===== src/rtl/dma_rd_master.sv =====
`timescale 1ns/1ps
// dma_rd_master: DMA read request engine. Splits one read command
// into bursts (r_req/r_ack), gathers beats (dvld/dack) into an output
// FIFO, streams them out (out_vld/out_rdy) with a whole-command last.
// Ports: clk, rst_n | cmd_vld/cmd_rdy/cmd_addr/cmd_len |
//   r_req/r_ack/r_addr/r_len | dvld/rd_last/rdata/rbe/dack |
//   out_vld/out_rdy/out_data/out_be/out_last | done, err pulses.
// Macro DMA_RD_4K_SPLIT_EN: when defined, no burst crosses 4 KB.
module dma_rd_master #(
  parameter int MAX_LEN    = 256,
  parameter int FIFO_DEPTH = 8
) (
  input  logic        clk,
  input  logic        rst_n,
  input  logic        cmd_vld,
  output logic        cmd_rdy,
  input  logic [31:0] cmd_addr,
  input  logic [31:0] cmd_len,
  output logic        r_req,
  input  logic        r_ack,
  output logic [31:0] r_addr,
  output logic [15:0] r_len,
  input  logic        dvld,
  input  logic        rd_last,
  input  logic [31:0] rdata,
  input  logic [3:0]  rbe,
  output logic        dack,
  output logic        out_vld,
  input  logic        out_rdy,
  output logic [31:0] out_data,
  output logic [3:0]  out_be,
  output logic        out_last,
  output logic        done,
  output logic        err
);

  localparam int AW = (FIFO_DEPTH > 1) ? $clog2(FIFO_DEPTH) : 1;

  typedef enum logic [1:0] {
    S_IDLE,
    S_REQ,
    S_DATA
  } state_t;

  state_t      r_state;
  state_t      w_next;

  logic [31:0] r_cur;
  logic [31:0] r_rem;
  logic [15:0] r_exp;
  logic [15:0] r_cnt;
  logic        r_ovf;
  logic        r_done;
  logic        r_err;

  logic [36:0] r_mem [FIFO_DEPTH];
  logic [AW-1:0] r_wp;
  logic [AW-1:0] r_rp;
  logic [AW:0]   r_fcnt;

  logic [15:0] w_lim;
  logic [15:0] w_blen;
  logic [15:0] w_exp;
  logic [15:0] w_cnt1;
  logic        w_acc;
  logic        w_ack;
  logic        w_full;
  logic        w_empty;
  logic        w_beat;
  logic        w_end;
  logic        w_last;
  logic        w_pop;
  logic [36:0] w_head;

`ifdef DMA_RD_4K_SPLIT_EN
  logic [15:0] w_bnd;
  assign w_bnd = 16'd4096 - {4'd0, r_cur[11:0]};
  assign w_lim = (w_bnd < 16'(MAX_LEN)) ? w_bnd : 16'(MAX_LEN);
`else
  assign w_lim = 16'(MAX_LEN);
`endif

  // blen never exceeds remaining, so remaining cannot underflow
  assign w_blen = (r_rem < {16'd0, w_lim}) ? r_rem[15:0] : w_lim;
  assign w_exp  = (16'd3 + {14'd0, r_cur[1:0]} + w_blen) >> 2;
  assign w_cnt1 = r_cnt + 16'd1;

  assign w_acc   = cmd_vld & cmd_rdy;
  assign w_ack   = r_req & r_ack;
  assign w_full  = (r_fcnt == (AW+1)'(FIFO_DEPTH));
  assign w_empty = (r_fcnt == '0);
  assign w_beat  = dvld & dack;
  assign w_end   = w_beat & rd_last;
  assign w_last  = rd_last & (r_rem == '0);
  assign w_pop   = ~w_empty & out_rdy;

  always_ff @(posedge clk or negedge rst_n) begin
    if (!rst_n) r_state <= S_IDLE;
    else        r_state <= w_next;
  end

  always_comb begin
    w_next = r_state;
    unique case (r_state)
      S_IDLE: if (w_acc && cmd_len != '0) w_next = S_REQ;
      S_REQ:  if (r_ack) w_next = S_DATA;
      S_DATA: if (w_end) w_next = (r_rem == '0) ? S_IDLE : S_REQ;
      default: w_next = S_IDLE;
    endcase
  end

  always_comb begin
    cmd_rdy = 1'b0;
    r_req   = 1'b0;
    r_addr  = '0;
    r_len   = '0;
    dack    = 1'b0;
    unique case (r_state)
      S_IDLE: cmd_rdy = 1'b1;
      S_REQ: begin
        r_req  = 1'b1;
        r_addr = r_cur;
        r_len  = w_blen;
      end
      S_DATA: dack = ~w_full;
      default: ;
    endcase
  end

  always_ff @(posedge clk or negedge rst_n) begin
    if (!rst_n) begin
      r_cur  <= '0;
      r_rem  <= '0;
      r_exp  <= '0;
      r_cnt  <= '0;
      r_ovf  <= 1'b0;
      r_done <= 1'b0;
      r_err  <= 1'b0;
    end else begin
      r_done <= (w_acc & (cmd_len == '0)) | (w_end & (r_rem == '0));
      // short/long burst: rd_last at wrong count, or overrun (once)
      r_err  <= (w_end & (w_cnt1 != r_exp)) |
                (w_beat & ~rd_last & (w_cnt1 > r_exp) & ~r_ovf);
      if (w_acc) begin
        r_cur <= cmd_addr;
        r_rem <= cmd_len;
      end
      if (w_ack) begin
        r_cur <= r_cur + {16'd0, w_blen};
        r_rem <= r_rem - {16'd0, w_blen};
        r_exp <= w_exp;
        r_cnt <= '0;
        r_ovf <= 1'b0;
      end
      if (w_beat) begin
        if (r_cnt != '1) r_cnt <= w_cnt1;
        if (~rd_last && w_cnt1 > r_exp) r_ovf <= 1'b1;
      end
    end
  end

  always_ff @(posedge clk or negedge rst_n) begin
    if (!rst_n) begin
      r_wp   <= '0;
      r_rp   <= '0;
      r_fcnt <= '0;
    end else begin
      if (w_beat) r_wp <= r_wp + 1'b1;
      if (w_pop)  r_rp <= r_rp + 1'b1;
      case ({w_beat, w_pop})
        2'b10:   r_fcnt <= r_fcnt + 1'b1;
        2'b01:   r_fcnt <= r_fcnt - 1'b1;
        default: ;
      endcase
    end
  end

  always_ff @(posedge clk) begin
    if (w_beat) r_mem[r_wp] <= {rdata, rbe, w_last};
  end

  assign w_head   = r_mem[r_rp];
  assign out_vld  = ~w_empty;
  assign out_data = out_vld ? w_head[36:5] : '0;
  assign out_be   = out_vld ? w_head[4:1]  : '0;
  assign out_last = out_vld & w_head[0];
  assign done     = r_done;
  assign err      = r_err;

endmodule

===== config.mk =====
export PLATFORM = sky130hd
export DESIGN_NAME = dma_rd_master
export DESIGN_NICKNAME = d
export VERILOG_FILES = /design/src/rtl/dma_rd_master.sv
export SDC_FILE = /design/constraint.sdc
export NUM_CORES = 1
export LEC_CHECK = 0
export CELL_PAD_IN_SITES_DETAIL_PLACEMENT = 2
export CELL_PAD_IN_SITES_GLOBAL_PLACEMENT = 2
export CORE_ASPECT_RATIO = 1.2
export CORE_MARGIN = 2
export CORE_UTILIZATION = 43
export CTS_CLUSTER_DIAMETER = 50
export CTS_CLUSTER_SIZE = 40
export DETAILED_ROUTE_END_ITERATION = 16
export HOLD_SLACK_MARGIN = 0.02
export PLACE_DENSITY_LB_ADDON = 0.05
export SYNTH_ARGS = -nofsm -noshare
export SYNTH_HDL_FRONTEND = slang
export SYNTH_SLANG_ARGS = --single-unit

===== constraint.sdc =====
create_clock -name clk -period 8.59 [get_ports clk]
set_input_delay 0.859 -clock clk [delete_from_list [all_inputs] [get_ports clk]]
set_output_delay 0.859 -clock clk [all_outputs]
set_load 0.005 [all_outputs]

# Word-level counts from Yosys, hierarchy flattened
# Memory sizes are Yosys's and may differ from the RTL's.
# Cells that the tools add are included.
# word_totals
mem_count	1
ff_bits	109
mem_bits_rw	296
out_inout_bits	91
input_bits	107
wordCells	88
# mem_list
memory	words	width	rd	rd_clocked_by_memory_dff	write_ports	line_no	text
r_mem	8	37	1	0	1	56	logic [36:0] r_mem [FIFO_DEPTH];
# classes
n_addsub	9
muxes	26
n_eq_ne	10
n_reduce_logical	10
order_cmp	2
bitwise_logic	19
# op_table
cell	count
2-to-1 mux 32 bit	6
2-to-1 mux 16 bit	5
zero test 32 bit	2
adder 32 x 16 -> 32 bit	1
less-than comparator 32 x 9 -> 1 bit (second input constant)	1
nonzero test 32 bit	1
subtractor 32 x 16 -> 32 bit	1
adder 16 x 1 -> 16 bit (second input constant)	1
adder 3 x 16 -> 16 bit	1
greater-than comparator 16 x 14 -> 1 bit	1
inequality test 16 x 14 -> 1 bit	1
inequality test 16 bit (second input constant)	1
bitwise AND 1 bit	13
2-to-1 mux 1 bit	9
case mux 4 bit (2 select lines)	1
adder 3 x 1 -> 3 bit (second input constant)	2
2-to-1 mux 2 bit	3
inequality test 2 bit (second input constant)	3
case mux 2 bit (3 select lines)	1
adder 4 x 1 -> 4 bit (second input constant)	1
equality test 2 x 1 -> 1 bit (second input constant)	2
equality test 2 bit (second input constant)	2
equality test 4 bit (second input constant)	1
zero test 4 bit	1
other kinds (9)	15

# Logic depth before layout (Yosys ltp)
# Gate-level depths: netlist of the first run.
# logic_depth
word_depth	8
depth_mapped	19
ltp_nobuf	16

# Least setup slack after synthesis of the first run
# OpenSTA, ideal clock, no wires.
# synth_path
path_type	input port to flip-flop
startpoint	input dvld
endpoint	memory r_mem[2][0] (enable)
setup_slack_ns	2.650
cell_stages	4
setup_ns	0.537
required_ns	8.053
n_path_buf	1
t_arrival_ns	5.403
cell_sequence	and2_1 clkbuf_1 clkinv_1 nor4b_1
# synth_between
elab_chain_len	3
# synth_rtl
element	line_no	text
from (decl)	23	input logic dvld,
bitwise AND 1 bit	92	assign w_beat = dvld & dack;
2-to-1 mux 1 bit	179	if (w_beat) r_mem[r_wp] <= {rdata, rbe, w_last};
2-to-1 mux 1 bit (not written as such)	179	
to (decl)	56	
# Every way passes these cells.

# Worst setup path in the final report of the first run
# layout_path
startpoint	register r_rem[8]
endpoint	register r_cur[31]
# layout_between
elab_chain_len	4
# layout_rtl
element	line_no	text
from (decl)	49	logic [31:0] r_rem;
from (signal assigned)	146	r_rem <= cmd_len;
from (signal assigned)	150	r_rem <= r_rem - {16'd0, w_blen};
less-than comparator 32 x 9 -> 1 bit	84	assign w_blen = (r_rem < {16'd0, w_lim}) ? r_rem[15:0] : w_lim;
2-to-1 mux 16 bit *	84	
adder 32 x 16 -> 32 bit *	149	r_cur <= r_cur + {16'd0, w_blen};
2-to-1 mux 32 bit *	148	if (w_ack) begin
to (signal assigned)	145	r_cur <= cmd_addr;
to (signal assigned)	149	
to (decl)	48	logic [31:0] r_cur;
# Mark *: on every way between the ends. The rest lies on a longest branch, timed or not.
# A chain may end at the register's enable or synchronous reset.

==> impl_metrics.tcl, run 1 <==
set metrics [dict create \
    status "complete, no violations" \
    pwr-share-clk_pct 25.0 \
    fmax_mhz 177 \
    path_delay_family "simple AND/OR/NAND/NOR gates" \
    coreArea_sq_um 42800 \
    final.setup.tns_ns 0 \
    fin_nets 1696 \
    endpoint_kind "flip-flop" \
    cp-endpoint "r_cur[31]" \
    synth-compound-area-share_pct 8.27 \
    async_flop_share_pct 26.9 \
    worst-path-stages 15 \
    worst_pin_slew_ns 0.954 \
    cp-start-kind "flip-flop" \
    critical_path.startpoint "r_rem[8]" \
    synth_top_area_share_pct 47.6 \
    max_stage_delay_ns 0.58 \
    post-route-period-util_pct 65.9 \
    setup_viol_count_final 0 \
    synth-seq-area-share_pct 62.3 \
    syn_avg_cell_area_sq_um 13.6 \
    grt_first_pass_wirelength_um 94800 \
    power_switching_mw 2.60 \
    crit_chain "or4_4 > or4_1 > nor3_4 > buf_4 > nand2_1 > ha_1 > a21oi_1 > o21ai_0 > a41oi_1 > a311oi_1 > a311oi_1 > o31ai_4 > nand2_1 > or4_1 > nand3_1" \
    cts_sinks 405 \
    grt_pass1_vias 14700 \
    antenna_found_initial 3 \
    drv_slew 0 \
    rows 83 \
    critPathMaxFanout 13 \
    slew-limit-headroom_pct 35.5 \
    power_density_nw_per_um2 315 \
    ys.warnings.count 0 \
    dp_hpwl_um 40600 \
    synth_cell_types 66 \
    viasPerCell 6.01 \
    pwr-share-comb_pct 35.6 \
    worst-r2r-cell-count 15 \
    drv_cap 0 \
    synthSimpleGateAreaFrac_pct 11.0 \
    synthMostInstantiatedCell "edfxtp_1" \
    cts_tree "built" \
    grt_max_degree 69 \
    ioPinCount 198 \
    numCtsBuffers 38 \
    synthMuxAreaShare_pct 11.1 \
    pre_cts_ws_ns 2.96 \
    ys_seq_elements 405 \
    peakVddDrop_v 0.000199 \
    timing.rr.end "r_cur[31]" \
    cts-root-buf "clkbuf_16" \
    seq_power_share_pct 39.4 \
    routed_wl_um 61700 \
    synth_common_cells "edfxtp_1 (296), nand2_1 (121), dfrtp_1 (109), nor2_1 (102), mux4_2 (74)" \
    cp.arrival_ns 6.15 \
    crit_type "reg -> reg" \
    cts.repair.resized 0 \
    die_area_sq_um 45100 \
    finalCriticalPeriod_ns 5.66 \
    synth_adder_area_share_pct 2.84 \
    drive_gt1_share_pct 12.0 \
    synth_edf_count 296 \
    insertion_delay_ns 0.56 \
    finalWeightedCongestion 0.796 \
    r2r-start "r_rem[8]" \
    fill_cells 4053 \
    drc 0 \
    grt_setup_unrepaired "no" \
    synth_top_family_by_area "multiplexers" \
    slowest_stage "or4_1" \
    yosys.area.top_type "edfxtp_1" \
    synth_xor_area_share_pct 1.88 \
    post_drt_wl_per_cell_um 28.9 \
    p_int_mw 4.49 \
    io_buffers 190 \
    synth_cells 1370 \
    r2r_setup_slack_ns 2.93 \
    route.vias.total 12800 \
    synthToLayoutAreaGrowth_pct 20.6 \
    detailedRoute.firstPassIterationCount 5 \
    switching_share_pct 36.7 \
    cp.required_ns 9.08 \
    track_usage_pct 27.9 \
    hold_buffers 0 \
    ctsHtreeMaxLevel 2 \
    finClkSkew_ns 0.0264 \
    hold_viol 0 \
    drt_iter0_drc 773 \
    ant_nets 0 \
    clkTransAtPathRegs_ns 0.08 \
    diodes 0 \
    ys_top_cells_by_area "edfxtp_1 (48%), dfrtp_1 (15%), mux4_2 (8.9%)" \
    leakage_nw 8.13 \
    hold_class "in -> async" \
    overflow 0 \
    dieWidth_um 194 \
    synthesis.area_sq_um 18700 \
    post_cts_buffers 0 \
    die_y_um 232 \
    initial_core_util_pct 43.6 \
    setup_ws_ns 2.93 \
    path_buf_inv 1 \
    clock_path_buffers 3 \
    synth_ff_type "edfxtp_1" \
]
## worst min path at each step
stage | startpoint | endpoint | slack (ns)
after global routing | rst_n | r_cur[10] | 0.39
after detailed placement | r_exp[1] | r_exp[1] | 0.47
after floorplan | r_ovf | err | 0.44
after CTS | rst_n | r_cur[10] | 0.38
final | rst_n | r_cur[10] | 0.36
after global placement | r_ovf | r_ovf | 0.46
## through the flow
stage	hold slack, ns	utilization [%]	std cells	cell area [sq um]	power (mW)
after floorplan	0.442	-	1382	18700	4.17
after global placement	0.464	49.5	2062	21200	5.19
after detailed placement	0.473	49.5	2062	21200	5.35
after CTS	0.381	52.6	2131	22500	7.18
after global routing	0.394	52.6	2131	22500	7.48
final	0.358	52.6	2131	22500	7.09
## power by group through the flow
stage               Combinational, mW  Sequential, mW  Clock (mW)
floorplan                        1.62            2.54           0
global placement                 2.39            2.80           0
detailed placement               2.52            2.83           0
CTS                              2.56            2.80        1.82
global route                     2.76            2.85        1.88
finish                           2.52            2.79        1.77
## sequential cells by signal (all words and copies together) (netlist names), 2 cells and up
register / cells
r_wp: 3
r_cnt: 16
r_cur: 32
r_mem: 296
r_exp: 14
r_state: 2
r_rp: 3
r_fcnt: 4
r_rem: 32
## cell type report
class,instances,area [sq um],share of cell area [%]
repair buffers,210,2050,9.11
clock inverters,27,329,1.46
flip-flops and latches,405,11600,51.7
inverters,43,161,0.717
clock buffers,42,997,4.43
well taps,552,691,3.07
multi-input cells,852,6650,29.5
## cells in the final DEF (no fill, tap or decap), types with 5 or more instances in the layout
cell,instances
edfxtp_1,296
a21o_1,10
inv_1,41
mux4_2,74
nand3_1,38
and3_1,7
ha_1,36
a311oi_1,5
nor2_1,100
o211ai_1,17
dfrtp_1,106
clkinv_8,10
inv_6,7
o21ai_0,57
a22oi_1,16
conb_1,14
clkbuf_16,39
or4_1,6
a31oi_1,12
nand4_1,15
a221o_1,8
buf_4,21
nor4_1,23
and2_1,35
o311ai_1,14
a21oi_1,38
o311ai_0,10
nand2_1,120
xor2_1,15
nor3_1,19
xnor2_1,25
a22o_1,5
nor2b_1,8
clkdlybuf4s50_1,189
mux2i_1,38
nand2b_1,18
## kinds of logic (layout without fill, tap and decap cells)
kind of cell               Yosys count  count (layout)
adders and majority gates           41              41
and+or+nand+nor                    418             418
AOI/OAI and AO/OA                  225             225
muxes                              114             114
other                                2              14
xor gates and xnor gates            40              40
DFF                                405             405
buffers and inverters              125             322
## per-layer routing
layer  share of wire, %  GRT usage [%]  vias up  wire (um)
li1                   -              -     5586          -
met1                 40           33.8     6763      24700
met2                 53           51.0      346      32500
met3                4.4           4.44      103       2690
met4                2.8           8.26        6       1720
met5              0.075              0        -         46
## worst reg2reg max path: cells and delay by family, from the launching register on
| kind | cells | cell delay, ns |
|---|---|---|
| flops | 1 | 0.47 |
| fa+ha+maj | 1 | 0.34 |
| compound gates | 6 | 1.77 |
| buf+inv | 1 | 0.30 |
| simple gates | 7 | 2.75 |
No activity file was read; power rests on OpenSTA's default activity.
==> run 2, diff against run 1 <==
--- a/config.mk
+++ b/config.mk
@@ -9,7 +9,7 @@
 export CELL_PAD_IN_SITES_GLOBAL_PLACEMENT = 2
 export CORE_ASPECT_RATIO = 1.2
 export CORE_MARGIN = 2
-export CORE_UTILIZATION = 43
+export CORE_UTILIZATION = 36
 export CTS_CLUSTER_DIAMETER = 50
 export CTS_CLUSTER_SIZE = 40
 export DETAILED_ROUTE_END_ITERATION = 16
==> constraint.sdc (replaced) <==
create_clock -name clk -period 5.15 [get_ports clk]
set_input_delay 0.515 -clock clk [delete_from_list [all_inputs] [get_ports clk]]
set_output_delay 0.515 -clock clk [all_outputs]
set_load 0.005 [all_outputs]
==> impl_metrics.tcl, run 2 (synthesized netlist as in run 1, its figures left out) <==
set metrics [dict create \
    endpoint_kind "flip-flop" \
    ant_nets 0 \
    hold_viol 0 \
    cp.required_ns 5.60 \
    route.vias.total 12500 \
    critPathMaxFanout 8 \
    largest_reg_flops 296 \
    finalWeightedCongestion 0.788 \
    cp-endpoint "r_cur[24]" \
    cp-start-kind "flip-flop" \
    viasPerCell 5.42 \
    final_cell_mix "edfxtp_1 (296), clkdlybuf4s50_1 (189), nand2_1 (120)" \
    detailedRoute.firstPassIterationCount 4 \
    clock_path_buffers 3 \
    cts-root-buf "clkbuf_16" \
    finalCriticalPeriod_ns 4.82 \
    dpl_cell_area_sq_um 21500 \
    slew-limit-headroom_pct 25.0 \
    peakVddDrop_v 0.000281 \
    setup_viol_count_final 0 \
    insertion_delay_ns 0.60 \
    numCtsBuffers 44 \
    final.setup.tns_ns 0 \
    regArea_sq_um 11600 \
    ioPinCount 198 \
    worst-r2r-cell-count 15 \
    fill_cells 5078 \
    cts_sinks 405 \
    overflow 0 \
    critical_path.startpoint "r_rem[8]" \
    fin_area_sq_um 23100 \
    post-route-period-util_pct 93.5 \
    status "complete, no violations" \
    crit_type "reg -> reg" \
    io_buffers 190 \
    timing.rr.end "r_cur[24]" \
    synthToLayoutAreaGrowth_pct 23.9 \
    grt_first_pass_wirelength_um 87900 \
    fin_nets 1718 \
    coreArea_sq_um 51400 \
    worst_pin_slew_ns 1.12 \
    fmax_mhz 208 \
    drt_iter0_drc 568 \
    antenna_found_initial 5 \
    max_stage_delay_ns 0.60 \
    crit_chain "or4_4 > or4_1 > nor3_4 > buf_4 > nand2_1 > inv_1 > ha_1 > nand2_1 > or4_1 > a31oi_1 > o21ai_1 > o221ai_1 > a31oi_2 > nand2b_1 > o311ai_1" \
    drv_cap 0 \
    hold_class "reg -> reg" \
    clkTransAtPathRegs_ns 0.06 \
    top_regs "r_mem (296), r_cur (32), r_rem (32)" \
    dieWidth_um 212 \
    drive_gt1_share_pct 13.7 \
    dp_hpwl_um 37000 \
    slowest_stage "or4_1" \
    track_usage_pct 21.8 \
    drc 0 \
    finClkSkew_ns 0.0500 \
    power_density_nw_per_um2 529 \
    initial_core_util_pct 36.3 \
    largest-register "r_mem" \
    drv_slew 0 \
    leakage_nw 8.34 \
    rows 91 \
    cp.arrival_ns 5.26 \
    die_y_um 253 \
    grt_pass1_vias 14200 \
    grt_max_degree 67 \
    multi_input_comb_area_sq_um 6690 \
    cts_tree "built" \
    routed_wl_um 56700 \
    die_area_sq_um 53700 \
    post_drt_wl_per_cell_um 24.6 \
    ctsHtreeMaxLevel 2 \
    final_common_cell "edfxtp_1" \
    r2r-start "r_rem[8]" \
    r2r_setup_slack_ns 0.33 \
]
==> run 2: layer usage <==
| metal | vias to the layer above | track usage [%] | part of all wire [%] |
|---|---|---|---|
| li1 | 5639 | - | - |
| met1 | 6501 | 25.8 | 41 |
| met3 | 90 | 4.55 | 4.3 |
| met5 | - | 0 | 0.090 |
| met2 | 255 | 39.8 | 53 |
| met4 | 8 | 6.24 | 2.4 |
==> run 2: what timing repair did <==
action,CTS,global route
endpoints found under the setup margin,0,7
hold endpoints to repair,42,0
resized for setup,0,4
hold buffers,1,0
buffers inserted,0,3
==> run 2: worst max-delay path: cells and delay by family, from the launching register on <==
kind	cells	cell delay [ns]
buf+inv	2	0.31
fa+ha+maj	1	0.27
simple gates	7	2.33
compound gates	5	1.35
flops	1	0.45
==> run 2: cell type report <==
| type | count | area share, % |
|---|---|---|
| tap | 697 | 3.77 |
| timing repair buffer | 226 | 9.45 |
| inverter | 43 | 0.698 |
| clock buffer | 48 | 5.10 |
| clock inverter | 34 | 1.77 |
| antenna | 1 | 0.0108 |
| sequential | 405 | 50.3 |
| multi-input combinational | 852 | 28.9 |
==> run 2: worst min-delay path by stage <==
stage / start / endpoint / slack, ns / cells past startpoint
6_report: r_ovf / err / 0.48 / 1
3_3_place_gp: r_ovf / r_ovf / 0.46 / 2
2_1_floorplan: rst_n / done / 0.22 / 0
5_1_grt: r_ovf / err / 0.51 / 1
3_5_place_dp: r_exp[1] / r_exp[1] / 0.47 / 2
4_1_cts: r_ovf / err / 0.49 / 1
==> run 2: through the flow <==
stage	utilization (%)	power, mW	setup slack [ns]	instances	hold WS [ns]
2_1_floorplan	-	6.95	0.403	1382	0.219
3_3_place_gp	41.9	8.83	0.368	2219	0.463
3_5_place_dp	41.9	8.95	0.0429	2219	0.474
4_1_cts	45.0	12.4	0.0171	2302	0.485
5_1_grt	45.0	13.0	-0.000600	2306	0.506
6_report	45.0	12.2	0.333	2306	0.477
==> run 2: where the power goes <==
part           switching [mW]  total (mW)  internal [mW]
Sequential              0.708        4.63           3.92
Clock                    1.54        3.40           1.86
Combinational            2.11        4.21           2.10
